$ cat config.mk
export PLATFORM = sky130hd
export DESIGN_NAME = alu_share_ctrl
export DESIGN_NICKNAME = d
export VERILOG_FILES = /design/src/rtl/alu_share_ctrl.sv
export SDC_FILE = /design/constraint.sdc
export NUM_CORES = 1
export LEC_CHECK = 0
export ABC_CLOCK_PERIOD_IN_PS = 1900
export CORE_ASPECT_RATIO = 1.4
export CORE_MARGIN = 10
export CORE_UTILIZATION = 28
export CTS_BUF_LIST = sky130_fd_sc_hd__clkbuf_16
export CTS_CLUSTER_SIZE = 20
export DETAILED_ROUTE_END_ITERATION = 10
export PLACE_DENSITY = 0.62
export SLEW_MARGIN = 0
export SYNTH_ARGS = -nofsm -noshare
export SYNTH_HDL_FRONTEND = slang
export SYNTH_SLANG_ARGS = --single-unit
export TNS_END_PERCENT = 100
$ cat constraint.sdc
create_clock -name clk -period 1.9 [get_ports clk]
set_clock_uncertainty 0.1 [all_clocks]
set_input_delay 0.38 -clock clk [delete_from_list [all_inputs] [get_ports clk]]
set_output_delay 0.38 -clock clk [all_outputs]
set_load 0.005 [all_outputs]
$ cat src/rtl/alu_share_ctrl.sv
// Arbitrates two requesters onto one shared combinational ALU, one transaction
// in flight, with round-robin priority and a registered result per transaction.
module alu_share_ctrl #(
   parameter int N          = 32,
   parameter int MULDIV_LAT = 3
) (
   input  logic         clk,
   input  logic         rst_n,
   input  logic         req0_valid,
   input  logic [4:0]   req0_ctrl,
   input  logic [N-1:0] req0_a,
   input  logic [N-1:0] req0_b,
   output logic         req0_ready,
   input  logic         req1_valid,
   input  logic [4:0]   req1_ctrl,
   input  logic [N-1:0] req1_a,
   input  logic [N-1:0] req1_b,
   output logic         req1_ready,
   output logic         resp0_valid,
   input  logic         resp0_ready,
   output logic         resp1_valid,
   input  logic         resp1_ready,
   output logic [N-1:0] resp_result,
   output logic         resp_err,
   output logic [4:0]   alu_ctrl,
   output logic [N-1:0] src_A,
   output logic [N-1:0] src_B,
   input  logic [N-1:0] alu_result,
   output logic         busy
);

   typedef enum logic [1:0] {IDLE, EXEC, RESP} state_t;

   localparam logic [3:0] LAT_M1 = 4'(MULDIV_LAT - 1);

   state_t       state, state_nxt;
   logic         prio;
   logic         grant_idx;
   logic [4:0]   cap_ctrl;
   logic [N-1:0] cap_a, cap_b;
   logic [3:0]   cnt;

   logic         grant_sel;
   logic         accept;
   logic         consume;
   logic [4:0]   sel_ctrl;
   logic [N-1:0] sel_a, sel_b;

   function automatic logic is_defined(input logic [4:0] c);
      case (c)
         5'd1, 5'd2, 5'd3, 5'd4, 5'd5, 5'd6, 5'd9, 5'd10, 5'd11, 5'd12,
         5'd17, 5'd19, 5'd25, 5'd26, 5'd27, 5'd28, 5'd29, 5'd30: return 1'b1;
         default: return 1'b0;
      endcase
   endfunction

   // A lone valid wins outright; on contention prio picks the requester.
   assign grant_sel = req0_valid ? (req1_valid ? prio : 1'b0) : 1'b1;
   assign sel_ctrl  = grant_sel ? req1_ctrl : req0_ctrl;
   assign sel_a     = grant_sel ? req1_a    : req0_a;
   assign sel_b     = grant_sel ? req1_b    : req0_b;
   assign busy      = (state != IDLE);

   always_comb begin
      state_nxt   = state;
      accept      = 1'b0;
      consume     = 1'b0;
      req0_ready  = 1'b0;
      req1_ready  = 1'b0;
      resp0_valid = 1'b0;
      resp1_valid = 1'b0;
      alu_ctrl    = '0;
      src_A       = '0;
      src_B       = '0;
      case (state)
         IDLE: begin
            if (req0_valid || req1_valid) begin
               accept     = 1'b1;
               req0_ready = ~grant_sel;
               req1_ready = grant_sel;
               state_nxt  = EXEC;
            end
         end
         EXEC: begin
            alu_ctrl = cap_ctrl;
            src_A    = cap_a;
            src_B    = cap_b;
            if (cnt == 4'd0) state_nxt = RESP;
         end
         RESP: begin
            resp0_valid = ~grant_idx;
            resp1_valid = grant_idx;
            consume     = grant_idx ? resp1_ready : resp0_ready;
            if (consume) state_nxt = IDLE;
         end
         default: state_nxt = IDLE;
      endcase
   end

   // Undefined opcodes still spend one EXEC cycle but report zero with err set.
   always_ff @(posedge clk or negedge rst_n) begin
      if (!rst_n) begin
         state       <= IDLE;
         prio        <= 1'b0;
         grant_idx   <= 1'b0;
         cap_ctrl    <= '0;
         cap_a       <= '0;
         cap_b       <= '0;
         cnt         <= '0;
         resp_result <= '0;
         resp_err    <= 1'b0;
      end else begin
         state <= state_nxt;
         if (accept) begin
            grant_idx <= grant_sel;
            cap_ctrl  <= sel_ctrl;
            cap_a     <= sel_a;
            cap_b     <= sel_b;
            cnt       <= (sel_ctrl == 5'd3 || sel_ctrl == 5'd5) ? LAT_M1 : 4'd0;
         end
         if (state == EXEC) begin
            if (cnt == 4'd0) begin
               resp_result <= is_defined(cap_ctrl) ? alu_result : '0;
               resp_err    <= ~is_defined(cap_ctrl);
            end else begin
               cnt <= cnt - 4'd1;
            end
         end
         if (state == RESP && consume) prio <= ~grant_idx;
      end
   end

endmodule

=== Yosys cells after proc, flatten, opt, wreduce, memory -nomap -nowiden ===
Memory sizes are Yosys's and may differ from the RTL's.
Cells that the tools add are included.

* Flip-flop bits (word level): 110
* Bits in latches: 0
* Memory bits (writable): 0
* ROM bits: 64
* Bits of input ports: 176
* Output and inout bits: 107
* Word-level logic and storage cells: 61
* Memories: 2

* Add/subtract/negate cells: 1
* Multiply operators: 0
* Div/mod/pow operators: 0
* Order comparisons: 0
* Equality and inequality tests: 7
* Shifts and indexed selects: 0
* Mux-type cells: 31
* Bitwise operators: 3
* Reduce and logical (&&, ||, !) cells: 8

{| class="wikitable"
|+ Memory list
! name !! words !! width !! rd ports !! clocked after Yosys merged registers in !! write ports !! RTL line !! RTL
|-
| (no name shown) || 32 || 1 || 1 || 0 || 0 || 50 || <nowiki>case (c)</nowiki>
|-
| (no name shown) || 32 || 1 || 1 || 0 || 0 || 50 ||
|}

{| class="wikitable"
|+ Operators by type and width
! kind !! number
|-
| $mux 32 || 5
|-
| $mux 1 || 16
|-
| $mux 4 || 3
|-
| $mux 5 || 2
|-
| $mux 2 || 4
|-
| $ne 2x2->1 const B || 3
|-
| $pmux 2 s3 || 1
|-
| $eq 5x2->1 const B || 1
|-
| $eq 5x3->1 const B || 1
|-
| $logic_not 4->1 || 1
|-
| $sub 4x1->4 const B || 1
|-
| $not 1->1 || 3
|-
| $reduce_and 3->1 || 1
|-
| $eq 2x1->1 const B || 1
|-
| $eq 2x2->1 const B || 1
|-
| $logic_not 2->1 || 1
|-
| $logic_or 1x1->1 || 2
|-
| $reduce_and 2->1 || 1
|-
| $reduce_bool 2->1 || 1
|-
| $logic_and 1x1->1 || 1
|}

=== Longest topological paths before layout ===
Gate-level depths: netlist (run 1).

* Depth after elaboration: 9
* Gate-level depth with buffers: 7
* Gate-level depth less buffers: 5

=== Worst setup path after synthesis (run 1) ===
OpenSTA, ideal clock, no wires.

* Path type: flip-flop to flip-flop
* Start point: register cnt[0]
* End point: register resp_result[18]
* Library setup time: 0.122 ns
* Arrival: 1.395 ns
* Required time: 1.678 ns
* Path slack: 0.283 ns
* Stages on the path, launching flop included: 8
* Buffers on the path: 2
* Period minus slack after synthesis: 1.617 ns
* Path through: dfrtp_1 > inv_1 > ha_1 > nand3_2 > o21ba_4 > buf_6 > buf_8 > a32o_1

* Longest elaborated chain between the ends: 2

{| class="wikitable"
|+ RTL lines
! what !! RTL line !! RTL
|-
| start: declaration || 41 || <nowiki>logic [3:0] cnt;</nowiki>
|-
| start signal: assignment || 119 || <nowiki>cnt <= (sel_ctrl == 5'd3 || sel_ctrl == 5'd5) ? LAT_M1 : 4'd0;</nowiki>
|-
| start signal: assignment || 126 || <nowiki>cnt <= cnt - 4'd1;</nowiki>
|-
| $logic_not 4->1 || 122 || <nowiki>if (cnt == 4'd0) begin</nowiki>
|-
| $reduce_and 2->1 (no source line) || n/a ||
|-
| end signal: assignment || 123 || <nowiki>resp_result <= is_defined(cap_ctrl) ? alu_result : '0;</nowiki>
|-
| end: declaration || 23 || <nowiki>output logic [N-1:0] resp_result,</nowiki>
|}

Every way passes these cells.
A chain may end at the register's enable or synchronous reset.

=== Final worst setup path (run 1) ===
* Start point: register state[0]
* End point: output src_A[13]

* Longest elaborated chain between the ends: 2

{| class="wikitable"
|+ RTL lines
! what !! RTL line !! RTL
|-
| start: declaration || 36 || <nowiki>state_t state, state_nxt;</nowiki>
|-
| start signal: assignment || 113 || <nowiki>state <= state_nxt;</nowiki>
|-
| $eq 2x1->1 || 75 || <nowiki>case (state)</nowiki>
|-
| $mux 32 || 75 ||
|-
| end: declaration || 26 || <nowiki>output logic [N-1:0] src_A,</nowiki>
|}

Every way passes these cells.

==> out/results.ini, run 1 <==
[power_and_ir_drop]
ir_drop_mv = 0.6858
netSwitchingPower_mw = 4.663
p_per_area_mw_per_mm2 = 1441
p_leak_nw = 4.178
seqPwrFrac_pct = 29.0
sw_frac_of_total_pct = 34.10
clkPwrFrac_pct = 14.2
intPower_mw = 9.011
p_comb_share_pct = 56.9

[critical_path]
crit_type = flop to primary output
path_cells = nor2b_4 -> buf_12 -> buf_8 -> buf_16 -> buf_12 -> and2_4 -> buf_6
required_ps = 1420
crit_start = state[0]
crit_path_end_kind = primary output
slowest_stage = dfrtp_1
cpPeakStageDelay_ps = 390
critPathTopFamily = buffers and inverters
cp.arrival_ps = 1620
timing.rr.start = state[0]
cp_max_fo = 6
start_kind = flop
critPathBufInv = 5
cpMostUsedCell = buf_12

[hold_path]
hp-class = flop to flop
worstHoldStart = cap_a[16]

[synth]
synthesis.nets = 693
synth_seq_cells = 110
syn_area_mm2 = 0.005436
synth_seq_area_share_pct = 50.63
yosysUniqueCellTypes = 39
yosys_warnings = 0
synth_top_family_by_area = simple AND/OR/NAND/NOR gates
synth_adder_area_share_pct = 0.2301
synth_simple_gate_area_share_pct = 15.79
synth_cells = 516
synth_edf_count = 0
synthArstFlopShare_pct = 100.0
synthXorXnorAreaFrac_pct = 0.3222
syn_avg_cell_area_um2 = 10.54
muxShareOfSynthArea_pct = 12.91
synth_compound_area_share_pct = 14.55
synth_ff_type = dfrtp_1

[timing]
finalMaxSlewViolations = 0
maxSlewHeadroom_pct = 73.03
finalHoldViolations = 0
fmax_ghz = 0.4771
fin_crit_ps = 2096
rsz0062_at_grt = yes
tightest_slew_ps = 404.6
setup_viol = 105
final.setup.worst_slack_ps = -196.1
timing.final.crit_share_pct = 110.3
whs_ps = 371.5

[place]
dpl_cell_area_mm2 = 0.008587
routabilityCongestion = 0.7557
dp_hpwl_um = 14510
port_buffers = 282

[die]
die_h_um = 184.9
die_area_mm2 = 0.02547
io_pins = 283
die_x_um = 137.8
num_rows = 60
coreArea_mm2 = 0.01914
initial_core_util_pct = 28.40

[routing]
wl_um = 20260
vias = 4920
viasPerCell = 4.577
antenna_left = 0
detail_route.wl_per_cell_um = 18.84
drt-met1-wl_um = 7229
drt_iter0_markers = 164
post-route-drc-count = 0
wl_met2_um = 10980
wl_met3_um = 1685
dr.max_layer_used = met5
drtPass1Iterations = 4

[global_routing]
grt_use_total_pct = 15.18
antenna_found_initial = 2
grt.overflow.total = 0
grt_max_degree = 70
grt_pass1_vias = 5097
grt_first_pass_wirelength_um = 29730

[cts]
clockRootBuffer = clkbuf_16
clockBufferDepth = 2
clock_latency_ps = 350
cts.reportedPaths.clkPinSlew_ps = 70
cts_tree = done
htree_levels = 3
cts.sinks = 110
numCtsBuffers = 9

[flow_run]
maxCapViolCount = 0

[final_layout]
fill_cells = 1797
layout-drive-gt1-share_pct = 23.24
final_area_mm2 = 0.009492
synthToLayoutAreaGrowth_pct = 74.59
nets = 998

[run_status]
outcome = finished, violations left
violations = negative setup slack

[registers in the layout, summed over array words and instances, names as in the netlist]
signal / count
cap_a: 32
cap_b: 32
resp_result: 32
cap_ctrl: 5
cnt: 4
state: 2
grant_idx: 1
prio: 1
resp_err: 1
[placed cells by master (no fill, tap or decap), types with 2 or more instances in the layout]
cell type and count:
buf_8 9, clkinv_2 2, buf_12 13, o21ai_1 16
nor2_1 8, mux2i_1 69, inv_6 3, buf_16 6
nand2b_1 2, buf_2 29, clkdlybuf4s50_1 207, a21oi_1 2
o21ai_0 58, a32o_1 32, and2_1 35, nand3_1 3
clkdlybuf4s15_2 9, dfrtp_1 110, and2_4 36, clkbuf_16 14
inv_1 3, nand2_1 74, buf_6 42, buf_4 15
[kinds of logic after synthesis]
family	after synthesis
and+or+nand+nor	169
AOI/OAI and AO/OA	119
DFF	110
muxes	70
buffers and inverters	45
xor gates and xnor gates	2
adders and majority gates	1
[final timing paths]
path	endpoint	slack (ps)	cells past startpoint
hold reg to reg	cap_a[16]	370	2
setup / recovery	src_A[13]	-200	7
max in group asynchronous	cap_a[5]	850	3
hold / removal	cap_a[16]	370	2
min in group asynchronous	cap_b[0]	450	3
setup reg to reg	resp_result[17]	-120	10
[worst register-to-register path, delay by kind of cell, from the launching register on]
family | cells | cell delay, ps
simple gates | 2 | 220
compound gates | 2 | 440
buf+inv | 6 | 780
flops | 1 | 390
[cells in the mapped netlist, types with 2 or more instances]
library cell    n  area, µm²
dfrtp_1       110       2753
nand2_1        74      277.8
and2_1         71      444.2
mux2i_1        69      690.7
o21ai_0        59      295.3
a32o_1         32      320.3
clkbuf_1       18      67.56
o21ai_1        16      80.08
buf_6          11      123.9
nor2_1          9      33.78
buf_2           8      40.04
a21oi_1         3      15.01
buf_8           3      45.04
inv_1           3      11.26
nand3_1         3      15.01
buf_4           2      15.01
nand2b_1        2      12.51
nor2b_1         2      12.51
[power by group through the flow]
stage	clock network (mW)	registers (mW)	logic (mW)
after CTS	2.01	3.95	7.27
after floorplan	0	3.88	3.06
after global routing	2.10	4.09	8.53
after global placement	0	3.94	6.20
after detailed placement	0	3.99	6.24
final	1.94	3.96	7.78
[final cells by class]
class | instances | area, µm² | share of cell area, %
Timing Repair Buffer | 336 | 3600 | 37.93
Sequential cell | 110 | 2753 | 29.00
Multi-Input combinational cell | 361 | 2520 | 26.55
Tap cell | 248 | 310.3 | 3.269
Clock buffer | 9 | 225.2 | 2.373
Clock inverter | 7 | 70.07 | 0.7382
Inverter | 3 | 11.26 | 0.1186
Antenna cell | 1 | 2.502 | 0.02636
[metrics by stage]
step / utilization (%) / worst slack, ps / std cells / power [mW] / TNS, ps
detailed placement: 44.86 / -356.0 / 1028 / 10.23 / -24880
global placement: 44.86 / -320.7 / 1028 / 10.14 / -24410
global route: 49.58 / -256.2 / 1075 / 14.72 / -18910
CTS: 48.00 / -243.4 / 1070 / 13.23 / -12950
finish: 49.58 / -196.1 / 1075 / 13.67 / -10900
floorplan: - / 283.5 / 516 / 6.935 / 0
[per-layer routing]
metal | GRT usage, % | vias up
met1 | 15.64 | 2323
met3 | 5.315 | 16
met2 | 28.14 | 171
met5 | 0 | -
met4 | 4.015 | 2
li1 | - | 2408
[what timing repair did]
| item | in CTS | in global routing |
|---|---|---|
| cloned | 9 | 6 |
| hold endpoints to repair | 110 | 0 |
| hold buffers | 1 | 0 |
| setup endpoints to repair | 107 | 106 |
| pin swaps | 33 | 43 |
| resized for setup | 348 | 63 |
| buffers inserted | 16 | 6 |
(Power assumes the default switching activity.)
==> inputs of run 2 (changes only) <==
--- a/config.mk
+++ b/config.mk
@@ -13,7 +13,7 @@
 export CTS_CLUSTER_SIZE = 20
 export DETAILED_ROUTE_END_ITERATION = 10
 export PLACE_DENSITY = 0.62
-export SLEW_MARGIN = 0
+export SLEW_MARGIN = 15
 export SYNTH_ARGS = -nofsm -noshare
 export SYNTH_HDL_FRONTEND = slang
 export SYNTH_SLANG_ARGS = --single-unit
==> constraint.sdc (replaced) <==
create_clock -name clk -period 1.9 [get_ports clk]
set_clock_uncertainty 0.1 [all_clocks]
set_input_delay 0.285 -clock clk [delete_from_list [all_inputs] [get_ports clk]]
set_output_delay 0.285 -clock clk [all_outputs]
set_load 0.005 [all_outputs]
==> out/results.ini, run 2 (synthesis results as in run 1) <==
[place]
dpl_cell_area_mm2 = 0.008610  ; was 0.008587 mm²
port_buffers = 282  ; unchanged
dp_hpwl_um = 14650  ; was 14510 µm
dp_slack_ps = -208.2  ; was -356.0 ps
routabilityCongestion = 0.7568  ; was 0.7557

[final_layout]
register_area_mm2 = 0.002753  ; unchanged
nets = 988  ; was 998
layout-drive-gt1-share_pct = 19.85  ; was 23.24%
synthToLayoutAreaGrowth_pct = 68.58  ; was 74.59%
fill_cells = 1839  ; was 1797
final_area_mm2 = 0.009165  ; was 0.009492 mm²
top_regs = cap_a (32), cap_b (32), resp_result (32)  ; unchanged
layout_commonest_cell = clkdlybuf4s50_1  ; unchanged
multiInputGateArea_mm2 = 0.002487  ; was 0.002520 mm²
final_cell_mix = clkdlybuf4s50_1 (207), dfrtp_1 (110), nand2_1 (74), mux2i_1 (69), o21ai_0 (59)  ; was clkdlybuf4s50_1 (207), dfrtp_1 (110), nand2_1 (74), mux2i_1 (69), o21ai_0 (58)

[die]
die_x_um = 137.8  ; unchanged
num_rows = 60  ; unchanged
die_h_um = 184.9  ; unchanged
coreArea_mm2 = 0.01914  ; unchanged
die_area_mm2 = 0.02547  ; unchanged
io_pins = 283  ; unchanged
initial_core_util_pct = 28.40  ; unchanged

[flow_run]
maxCapViolCount = 0  ; unchanged

[critical_path]
r2r_slack_ps = -20  ; was -120 ps
required_ps = 1510  ; was 1420 ps
crit_path_end_kind = primary output  ; unchanged
cp_max_fo = 4  ; was 6
start_kind = flop  ; unchanged
cp.arrival_ps = 1570  ; was 1620 ps
crit_type = flop to primary output  ; unchanged

[timing]
timing.final.crit_share_pct = 102.7  ; was 110.3%
finalMaxSlewViolations = 0  ; unchanged
finalHoldViolations = 0  ; unchanged
fmax_ghz = 0.5123  ; was 0.4771 GHz
maxSlewHeadroom_pct = 76.42  ; was 73.03%
tightest_slew_ps = 353.7  ; was 404.6 ps
final.setup.worst_slack_ps = -51.85  ; was -196.1 ps
setup_viol = 36  ; was 105
rsz0062_at_grt = yes  ; unchanged
fin_crit_ps = 1952  ; was 2096 ps

[routing]
vias = 4866  ; was 4920
wl_um = 19950  ; was 20260 µm
drtPass1Iterations = 4  ; unchanged
post-route-drc-count = 0  ; unchanged
detail_route.wl_per_cell_um = 18.72  ; was 18.84 µm
drt_iter0_markers = 148  ; was 164
antenna_left = 0  ; unchanged
viasPerCell = 4.565  ; was 4.577

[global_routing]
grt.overflow.total = 0  ; unchanged
grt_max_degree = 77  ; was 70
grt_use_total_pct = 14.86  ; was 15.18%
grt_first_pass_wirelength_um = 29240  ; was 29730 µm
grt_pass1_vias = 5165  ; was 5097
antenna_found_initial = 3  ; was 2

[cts]
cts_tree = done  ; unchanged
clockRootBuffer = clkbuf_16  ; unchanged
cts.reportedPaths.clkPinSlew_ps = 80  ; was 70 ps
clock_latency_ps = 350  ; about the same
numCtsBuffers = 9  ; unchanged
cts.sinks = 110  ; unchanged
clockBufferDepth = 2  ; unchanged
htree_levels = 3  ; unchanged

[run_status]
violations = negative setup slack  ; unchanged
outcome = finished, violations left  ; unchanged

[hold_path]
hp-class = primary input to asynchronous set/reset pin  ; was flop to flop

[power_and_ir_drop]
ir_drop_mv = 0.5398  ; was 0.6858 mV
p_leak_nw = 4.039  ; was 4.178 nW
p_per_area_mw_per_mm2 = 1400  ; was 1441 mW/mm²

-- run 2: cell count changes in the layout (fill, tap and decap cells not counted), sizes merged --
cell,change
buf,-12
clkinv,-2
clkinvlp,+2
dlygate4sd2,+2
clkbuf,-1
clkdlybuf4s15,+1
diode,+1
-- run 2: through the flow --
stage               power (mW)  hold WS [ps]  TNS, ps  utilization (%)  cells
floorplan                6.935        -110.6        0                -    516
global placement         10.16         122.1    -5741            44.97   1031
detailed placement       10.23         120.4    -7682            44.97   1031
CTS                      12.53         268.3    -1257            46.62   1060
global route             13.86         307.7    -4095            47.88   1066
finish                   12.83         276.6   -669.1            47.88   1066
-- run 2: final cells by class --
cell class,instances,share of cell area (%)
Antenna cell,2,0.05461
Clock buffer,9,2.457
Clock inverter,7,0.8601
Inverter,3,0.1229
Multi-Input combinational cell,361,27.14
Sequential cell,110,30.03
Tap cell,248,3.386
Timing Repair Buffer,326,35.95
-- run 2: worst paths after layout --
check                           from              end  cells after the start
max reg2reg                 state[1]  resp_result[15]                      8
min                            rst_n        cap_b[31]                      2
min in group clk           cap_b[18]        cap_b[18]                      2
min reg2reg                cap_b[18]        cap_b[18]                      2
max                         state[1]        src_B[27]                      6
max in group asynchronous      rst_n        cap_b[23]                      3
-- run 2: routing by layer --
metal | vias up | part of all wire [%] | GRT usage [%]
li1 | 2388 | - | -
met1 | 2292 | 36 | 15.03
met2 | 165 | 55 | 27.69
met3 | 19 | 8.1 | 4.935
met4 | 2 | 1.6 | 4.684
met5 | - | 0.035 | 0
-- run 2: critical path, stage by stage (launching register included) --
cell       delay (ps)
dfrtp_1           420
nor2b_4           140
buf_6             140
buf_12            140
clkbuf_16         150
and2_4            130
buf_6              90
-- run 2: timing repair --
action | in CTS | in global routing
gates cloned | 4 | 4
setup buffers | 8 | 2
hold buffers | 1 | 0
hold endpoints to repair | 23 | 0
setup endpoints to repair | 74 | 142
gates resized for setup | 300 | 43
pin swaps | 39 | 9
-- run 2: where the power goes --
part | internal, mW | switching [mW]
combinational | 3.90 | 3.03
sequential | 3.39 | 0.540
clock | 1.04 | 0.925
total | 8.34 | 4.50
==> inputs of run 3 (changes only) <==
--- a/config.mk
+++ b/config.mk
@@ -6,13 +6,14 @@
 export NUM_CORES = 1
 export LEC_CHECK = 0
 export ABC_CLOCK_PERIOD_IN_PS = 1900
-export CORE_ASPECT_RATIO = 1.4
+export CORE_ASPECT_RATIO = 2
 export CORE_MARGIN = 10
 export CORE_UTILIZATION = 28
 export CTS_BUF_LIST = sky130_fd_sc_hd__clkbuf_16
 export CTS_CLUSTER_SIZE = 20
 export DETAILED_ROUTE_END_ITERATION = 10
-export PLACE_DENSITY = 0.62
+export DONT_BUFFER_PORTS = 1
+export PLACE_DENSITY = 0.43
 export SLEW_MARGIN = 15
 export SYNTH_ARGS = -nofsm -noshare
 export SYNTH_HDL_FRONTEND = slang
==> out/results.ini, run 3 (synthesis results as in run 1) <==
[routing]
drt_iter0_markers = 116  ; was 148
drtPass1Iterations = 4  ; unchanged
post-route-drc-count = 0  ; unchanged
vias = 3808  ; was 4866
antenna_left = 0  ; unchanged
viasPerCell = 4.808  ; was 4.565
wl_um = 16470  ; was 19950 µm
detail_route.wl_per_cell_um = 20.80  ; was 18.72 µm

[timing]
fin_crit_ps = 1812  ; was 1952 ps
finalMaxSlewViolations = 0  ; unchanged
setup_viol = 0  ; was 36
finalHoldViolations = 110  ; was 0
maxSlewHeadroom_pct = 72.58  ; was 76.42%
whs_ps = -474.1  ; was 276.6 ps
rsz0062_at_grt = yes  ; unchanged
timing.final.crit_share_pct = 95.39  ; was 102.7%
final.setup.worst_slack_ps = 87.52  ; was -51.85 ps
tightest_slew_ps = 411.2  ; was 353.7 ps
fmax_ghz = 0.5517  ; was 0.5123 GHz

[cts]
clockBufferDepth = 2  ; unchanged
clock_latency_ps = 350  ; about the same
cts.reportedPaths.clkPinSlew_ps = 70  ; was 80 ps
htree_levels = 3  ; unchanged
numCtsBuffers = 9  ; unchanged
cts_tree = done  ; unchanged
clockRootBuffer = clkbuf_16  ; unchanged
hold_buffers = 33  ; was 1
cts.sinks = 110  ; unchanged

[global_routing]
grt_max_degree = 111  ; was 77
grt-busiest-layer = met2  ; unchanged
use_met2_pct = 24.25  ; was 27.69%
use_met3_pct = 4.771  ; was 4.935%
grt_use_total_pct = 12.48  ; was 14.86%
grt_pass1_vias = 4295  ; was 5165
grt.overflow.total = 0  ; unchanged
grt_util_met1_pct = 11.32  ; was 15.03%
antenna_found_initial = 0  ; was 3
grt_first_pass_wirelength_um = 25360  ; was 29240 µm

[run_status]
outcome = finished, violations left  ; unchanged
violations = negative hold slack  ; was negative setup slack

[critical_path]
crit_start = state[1]  ; unchanged
required_ps = 1510  ; about the same
rr_worst_depth = 5  ; was 8
start_kind = flop  ; unchanged
cp.arrival_ps = 1430  ; was 1570 ps
crit_path_end_kind = primary output  ; unchanged
timing.rr.start = state[1]  ; unchanged
crit_type = flop to primary output  ; unchanged
r2r_slack_ps = 130  ; was -20 ps
crit_end = src_B[8]  ; was src_B[27]
reg2reg_to = resp_result[5]  ; was resp_result[15]
cp_max_fo = 41  ; was 4

[final_layout]
top_regs = cap_a (32), cap_b (32), resp_result (32)  ; unchanged
synthToLayoutAreaGrowth_pct = 15.97  ; was 68.58%
layout.cells.non_filler = 792  ; was 1066
layout_commonest_cell = dfrtp_1  ; was clkdlybuf4s50_1
final_area_mm2 = 0.006305  ; was 0.009165 mm²
final_cell_mix = dfrtp_1 (110), nand2_1 (74), and2_1 (71), mux2i_1 (69), o21ai_0 (59)  ; was clkdlybuf4s50_1 (207), dfrtp_1 (110), nand2_1 (74), mux2i_1 (69), o21ai_0 (59)
antenna_cells = 0  ; was 2
nets = 707  ; was 988
fill_cells = 1975  ; was 1839
layout-drive-gt1-share_pct = 6.379  ; was 19.85%

[place]
port_buffers = 0  ; was 282
routabilityCongestion = 0.7315  ; was 0.7568
dpl_cell_area_mm2 = 0.005610  ; was 0.008610 mm²
dp_hpwl_um = 12630  ; was 14650 µm
dp_slack_ps = 114.3  ; was -208.2 ps
placed_cells = 741  ; was 1031

[die]
coreArea_mm2 = 0.01919  ; was 0.01914 mm²
io_pins = 283  ; unchanged
die_x_um = 118.5  ; was 137.8 µm
num_rows = 72  ; was 60
initial_core_util_pct = 28.33  ; was 28.40%
die_area_mm2 = 0.02573  ; was 0.02547 mm²
die_h_um = 217.1  ; was 184.9 µm

[power_and_ir_drop]
ir_drop_mv = 0.4990  ; was 0.5398 mV
p_leak_nw = 2.698  ; was 4.039 nW
p_per_area_mw_per_mm2 = 1544  ; was 1400 mW/mm²

[hold_path]
hp-class = primary input to asynchronous set/reset pin  ; unchanged

[flow_run]
maxCapViolCount = 0  ; unchanged

-- run 3: cell count changes in the layout (fill, tap and decap cells not counted), moves of 4 or more --
cell	previous run	this run
clkdlybuf4s50_1	207	0
buf_16	4	0
buf_2	36	0
and2_4	25	0
clkdlybuf4s15_2	4	0
clkbuf_16	13	9
clkdlybuf4s15_1	6	0
buf_4	24	4
and2_1	46	71
buf_6	27	0
dlygate4sd3_1	1	33
-- run 3: what timing repair did --
item	in CTS	in global routing
setup buffers	2	1
pin swaps	1	0
endpoints found under the hold margin	143	110
cloned	1	0
resized for setup	3	4
endpoints found under the setup margin	70	70
-- run 3: layout make-up --
type | instances | area (µm²) | share of cell area (%)
flip-flops and latches | 110 | 2753 | 43.66
clock buffers | 9 | 225.2 | 3.572
well taps | 259 | 324.1 | 5.140
repair buffers | 45 | 533.0 | 8.454
clock inverters | 5 | 53.80 | 0.8533
inverters | 3 | 11.26 | 0.1786
multi-input cells | 361 | 2405 | 38.14
-- run 3: where the power goes --
group	internal [mW]	leakage [nW]	switching [mW]	total, mW
combinational	1.63	1.19	2.20	3.84
sequential	3.40	1.38	0.659	4.06
clock	1.00	0.135	0.837	1.84
-- run 3: through the flow --
step	total power, mW	util (%)	setup TNS (ps)
final	9.734	32.86	0
after global routing	10.58	32.86	-8.571
after CTS	9.913	32.72	-17.96
after detailed placement	7.886	29.24	0
after global placement	7.802	29.24	0
after floorplan	6.935	-	0
-- run 3: layer usage --
layer  part of all wire, %  routed length (µm)
met1                    34                5536
met2                    57                9402
met3                   7.9                1301
met4                   1.4                 233
met5                     0                   0
-- run 3: worst min path at each step --
stage	start	end	slack [ps]	depth (start not counted)
final	rst_n	cap_b[1]	-470	0
after detailed placement	rst_n	cap_b[1]	-100	0
after CTS	rst_n	cap_a[30]	-490	0
after global placement	rst_n	cap_b[1]	-110	0
after global routing	rst_n	cap_b[1]	-500	0
after floorplan	rst_n	cap_a[0]	-110	0
-- run 3: worst max-delay path, cell delays in order (launching register included) --
cell,delay [ps]
dfrtp_1,430
nor2b_4,210
buf_12,200
and2_1,210
